$ cat src/rtl/riscv_pkg.sv
// Shared register map for the memory-mapped machine timer: word offsets,
// ctrl/status bit positions and the mtimecmp reset value.
package riscv_pkg;

  typedef enum logic [2:0] {
    REG_MTIME_LO    = 3'd0,
    REG_MTIME_HI    = 3'd1,
    REG_MTIMECMP_LO = 3'd2,
    REG_MTIMECMP_HI = 3'd3,
    REG_CTRL        = 3'd4,
    REG_STATUS      = 3'd5,
    REG_RSVD6       = 3'd6,
    REG_RSVD7       = 3'd7
  } reg_off_e;

  localparam int CTRL_EN_BIT      = 0;
  localparam int STATUS_PEND_BIT  = 0;

  localparam logic [63:0] MTIMECMP_RST = 64'hFFFF_FFFF_FFFF_FFFF;

  // Place a single flag at a given bit position of a 32-bit register word.
  function automatic logic [31:0] flag_word(input logic flag, input int pos);
    logic [31:0] w;
    w = '0;
    w[pos] = flag;
    return w;
  endfunction

endpackage

$ cat src/rtl/tick_gen.sv
// Prescaler: counts 0..Prescale-1 while enabled and emits a one-cycle tick
// on the terminal count.
module tick_gen #(
  parameter int Prescale = 1
) (
  input  logic clk,
  input  logic reset,
  input  logic en,
  input  logic clr,
  output logic tick
);

  logic [15:0] cnt;

  assign tick = en && (cnt == 16'(Prescale - 1));

  // Count stage: a ctrl write restarts the count even while disabled.
  always_ff @(posedge clk or posedge reset) begin
    if (reset) begin
      cnt <= '0;
    end else if (clr) begin
      cnt <= '0;
    end else if (en) begin
      cnt <= tick ? 16'd0 : cnt + 16'd1;
    end
  end

endmodule

$ cat src/rtl/mmio_timer.sv
// Memory-mapped 64-bit machine timer with compare interrupt, decoded from a
// 32-byte register window on the core data port.
module mmio_timer
  import riscv_pkg::*;
#(
  parameter int               Width    = 32,
  parameter logic [Width-1:0] BaseAddr = 32'h0000_2000,
  parameter int               Prescale = 1
) (
  input  logic             clk,
  input  logic             reset,
  input  logic [Width-1:0] ALU_Result,
  input  logic             Mem_Write,
  input  logic [Width-1:0] Write_Data,
  output logic [Width-1:0] rd_data,
  output logic             sel,
  output logic             timer_irq
);

  logic [63:0] mtime;
  logic [63:0] mtimecmp;
  logic        en;
  logic        tick;
  logic        wr;
  logic        pending;
  logic [31:0] wdata;
  logic [31:0] rd_word;
  reg_off_e    off;
  logic        unused_bits;

  assign sel         = (ALU_Result[Width-1:5] == BaseAddr[Width-1:5]);
  assign wr          = sel && Mem_Write;
  assign off         = reg_off_e'(ALU_Result[4:2]);
  assign wdata       = Write_Data[31:0];
  assign unused_bits = ^{ALU_Result[1:0], Write_Data};

  // Unsigned 64-bit compare; gated by en so clearing en drops the request.
  assign pending = en && (mtime >= mtimecmp);

  tick_gen #(
    .Prescale(Prescale)
  ) u_tick_gen (
    .clk  (clk),
    .reset(reset),
    .en   (en),
    .clr  (wr && (off == REG_CTRL)),
    .tick (tick)
  );

  // Register stage: a software write to either mtime half wins over a tick.
  always_ff @(posedge clk or posedge reset) begin
    if (reset) begin
      mtime     <= '0;
      mtimecmp  <= MTIMECMP_RST;
      en        <= 1'b0;
      timer_irq <= 1'b0;
    end else begin
      timer_irq <= pending;
      if (wr && (off == REG_MTIME_LO)) begin
        mtime <= {mtime[63:32], wdata};
      end else if (wr && (off == REG_MTIME_HI)) begin
        mtime <= {wdata, mtime[31:0]};
      end else if (tick) begin
        mtime <= mtime + 64'd1;
      end
      if (wr && (off == REG_MTIMECMP_LO)) mtimecmp[31:0]  <= wdata;
      if (wr && (off == REG_MTIMECMP_HI)) mtimecmp[63:32] <= wdata;
      if (wr && (off == REG_CTRL))        en              <= wdata[CTRL_EN_BIT];
    end
  end

  always_comb begin
    rd_word = '0;
    if (sel) begin
      case (off)
        REG_MTIME_LO:    rd_word = mtime[31:0];
        REG_MTIME_HI:    rd_word = mtime[63:32];
        REG_MTIMECMP_LO: rd_word = mtimecmp[31:0];
        REG_MTIMECMP_HI: rd_word = mtimecmp[63:32];
        REG_CTRL:        rd_word = flag_word(en, CTRL_EN_BIT);
        REG_STATUS:      rd_word = flag_word(pending, STATUS_PEND_BIT);
        default:         rd_word = '0;
      endcase
    end
  end

  assign rd_data = Width'(rd_word);

endmodule

$ cat config.mk
export PLATFORM = sky130hd
export DESIGN_NAME = mmio_timer
export DESIGN_NICKNAME = d
export VERILOG_FILES = /design/src/rtl/riscv_pkg.sv /design/src/rtl/tick_gen.sv /design/src/rtl/mmio_timer.sv
export SDC_FILE = /design/constraint.sdc
export NUM_CORES = 1
export LEC_CHECK = 0
export CAP_MARGIN = 30
export CORE_MARGIN = 10
export CORE_UTILIZATION = 40
export CTS_BUF_LIST = sky130_fd_sc_hd__clkbuf_4 sky130_fd_sc_hd__clkbuf_8
export CTS_CLUSTER_SIZE = 20
export DETAILED_ROUTE_END_ITERATION = 16
export HOLD_SLACK_MARGIN = 0.05
export SLEW_MARGIN = 20
export SYNTH_ARGS = -nofsm -noshare
export SYNTH_HDL_FRONTEND = slang
export SYNTH_SLANG_ARGS = --single-unit
export TNS_END_PERCENT = 1
$ cat constraint.sdc
create_clock -name clk -period 5.85 [get_ports clk]
set_input_delay 1.17 -clock clk [delete_from_list [all_inputs] [get_ports clk]]
set_output_delay 1.17 -clock clk [all_outputs]
set_load 0.05 [all_outputs]
==> metrics <==
fin cells=1,579; post-cts resize count=0; Post-synth EDFFs=0; CP most frequent cell=a211oi_1; power density over the cells=175 nW/um2; detailed-route via count=9,267; HP Class=flop to flop; # diodes=0; Starting Density=0.406; Die Span Y=around 180 um; cell family with most CP delay=compound AO/OA/AOI/OAI gates; post-CTS setup buffers=0; Placer Congestion=about 0.85; Site Rows=57; Fin. Hold Viols=0; Synth Flop Type=dfrtp_1; global-route wire length before repair=50.8 mm; Die ar.=31,300 um2; vias per inst=5.87; dpl cells=around 1,500; Max Root-Sink Buffers=2; antenna viol nets, final=0; unrepaired setup endpoints after global routing=no; hold_buf cts=0; I/O pin total=101; dpl hpwl=22.4 mm; Initial DRC Count=798; CTS H-Tree Depth=4; crit start category=flop; FMAX=211 MHz; Port Buffers=just under 100; # setup viols final=0; drt total wl=31.7 mm; CP peak stage delay=530 ps; gr usage total=0.204; clock-pin slew on the worst setup and hold paths=roughly 90 ps; ys async rst share=1.00; grt total ovfl=0; Buf/Inv on CP=2; syn nets=1,306; CP cell instances=inv_1 -> ha_1 -> nand4_1 -> nor4_1 -> nand3_1 -> a2111oi_0 -> a211oi_1 -> a211oi_1 -> buf_12; largest net degree at the start of global routing=90; Synth Register Bits=around 150; share of the clock period used by the worst path=0.809; status=complete, no violations; Setup CP Type=flop to output port; Tmin final=4730 ps; setup slack after layout=1120 ps; Setup Skew=21.4 ps; Slew @ Worst Pin=854 ps; initial antenna violation count=0; Worst EP arrival=3560 ps; Final Max Tran Viols=0; Final nets=1,376; area of the multi-input gates=5520 um2; FILL cells=2,386; most frequent cells in the layout=nand2_1 (161), o21ai_0 (137), a21oi_1 (92); Seq/Total Area, Yosys=0.379; number of distinct library cells after synthesis=69; Core Footprint=about 24,000 um2; CTS root buf=clkbuf_8; CP Data Required Time=between 4000 and 5000 ps; Synth-to-Final Area Change=21.2%; max_cap viols=0; vias in the first global route=9,102; clk sinks=between 100 and 150; layout cells sized above 1=0.147; TritonCTS clock tree=yes; drt first pass iters=6; die width=around 180 um; Post-Synthesis Cell Area=9860 um2; Setup WS pre-CTS=1200 ps; Fin Setup TNS=0 ps; LEAKAGE=roughly 5.1 nW; synth warn=0; max_slew headroom=0.431; slowest stage cell, crit path=dfstp_2; residual DRC count=0; Tot Pwr=2.10 mW; syn avg cell area=8.41 um2; Clk Latency, worst-skew pair=around 480 ps; commonest non-fill, non-tap cell in the layout=nand2_1; Routed wire per std cell=20.0 um; crit end category=output port; Critical Path Fanout Max=4; total CTS buffers=17; Reg area=approximately 3700 um2; Synth Instances=1,172; Max IR drop VDD=0.000105 V
## synth_stat cells, drive strengths merged, types with 3 or more instances
master / instances / area (um2)
nand2: 161 / 604
o21ai: 143 / 719
a21oi: 94 / 474
inv: 83 / 312
dfrtp: 82 / 2050
ha: 67 / 838
a22oi: 64 / 480
dfstp: 64 / 1680
clkbuf: 61 / 262
nand4: 40 / 272
nand3: 36 / 193
nor2: 30 / 113
nor4: 28 / 188
and3: 21 / 131
xnor2: 20 / 175
and4: 17 / 160
nor3: 17 / 85.1
a2bb2oi: 15 / 138
o22ai: 14 / 87.6
buf: 11 / 55.1
xor2: 10 / 87.6
a31oi: 9 / 56.3
o31ai: 7 / 52.6
or3: 7 / 45.1
a41oi: 6 / 52.6
o31a: 6 / 52.6
and2: 5 / 32.5
nor4b: 5 / 43.8
a211oi: 4 / 30.0
a21o: 4 / 30.0
a221oi: 3 / 26.3
a31o: 3 / 26.3
nand2b: 3 / 18.8
or4: 3 / 22.5
## metrics by stage
step | utilization | hold WS, ps | instance area (um2)
finish | 0.493 | 513 | 11900
global route | 0.493 | 544 | 11900
CTS | 0.492 | 509 | 11900
detailed placement | 0.473 | 496 | 11500
global placement | 0.471 | 488 | 11400
floorplan | - | 460 | 9860
## sequential cells by signal, indices dropped and copies added, names as in the netlist
register / flops
u_tick_gen.cnt: 16
mtimecmp: 64
timer_irq: 1
mtime: 64
en: 1
## cells by family (layout without fill, tap and decap cells)
kind of cell             after synthesis  after routing  share of synthesized area
XOR/XNOR                              30             30                     0.0267
buffers and inverters                155            238                     0.0637
AO/OA/AOI/OAI                        390            390                      0.242
multiplexers                           3              3                    0.00330
flip-flops                           146            146                      0.379
adder cells (fa/ha/maj)               67             67                     0.0851
AND/OR/NAND/NOR                      381            381                      0.200
## path summary, 6_finish.rpt
| path | depth (start not counted) | startpoint | slack [ps] | end |
|---|---|---|---|---|
| max in group asynchronous | 3 | reset | 3600 | mtimecmp[63] |
| hold / removal | 1 | u_tick_gen.cnt[14] | 510 | u_tick_gen.cnt[14] |
| setup reg to reg | 7 | u_tick_gen.cnt[0] | 2880 | mtime[57] |
| hold reg to reg | 1 | u_tick_gen.cnt[14] | 510 | u_tick_gen.cnt[14] |
| min in group asynchronous | 2 | reset | 1240 | u_tick_gen.cnt[5] |
| setup / recovery | 9 | mtimecmp[47] | 1120 | rd_data[0] |
## area by class of cell
class / count / area share
multi-input combinational: 871 / 0.462
sequential: 146 / 0.312
timing repair buffer: 123 / 0.126
tap: 324 / 0.0339
inverter: 83 / 0.0265
clock buffer: 19 / 0.0214
clock inverter: 13 / 0.0175
## routing by layer
layer,track usage,vias to the layer above,wire length [um]
li1,-,4451,-
met1,0.266,4496,14100
met2,0.331,271,15000
met3,0.0408,49,1790
met4,0.0662,0,731
met5,0,-,0
## report_power, final
part	switching [mW]	leakage [nW]	internal, mW	total, mW
Sequential	0.000210	1.63	1.01	1.01
Clock	0.434	0.225	0.524	0.958
Combinational	0.0703	3.22	0.0561	0.126
(Power assumes the default switching activity.)
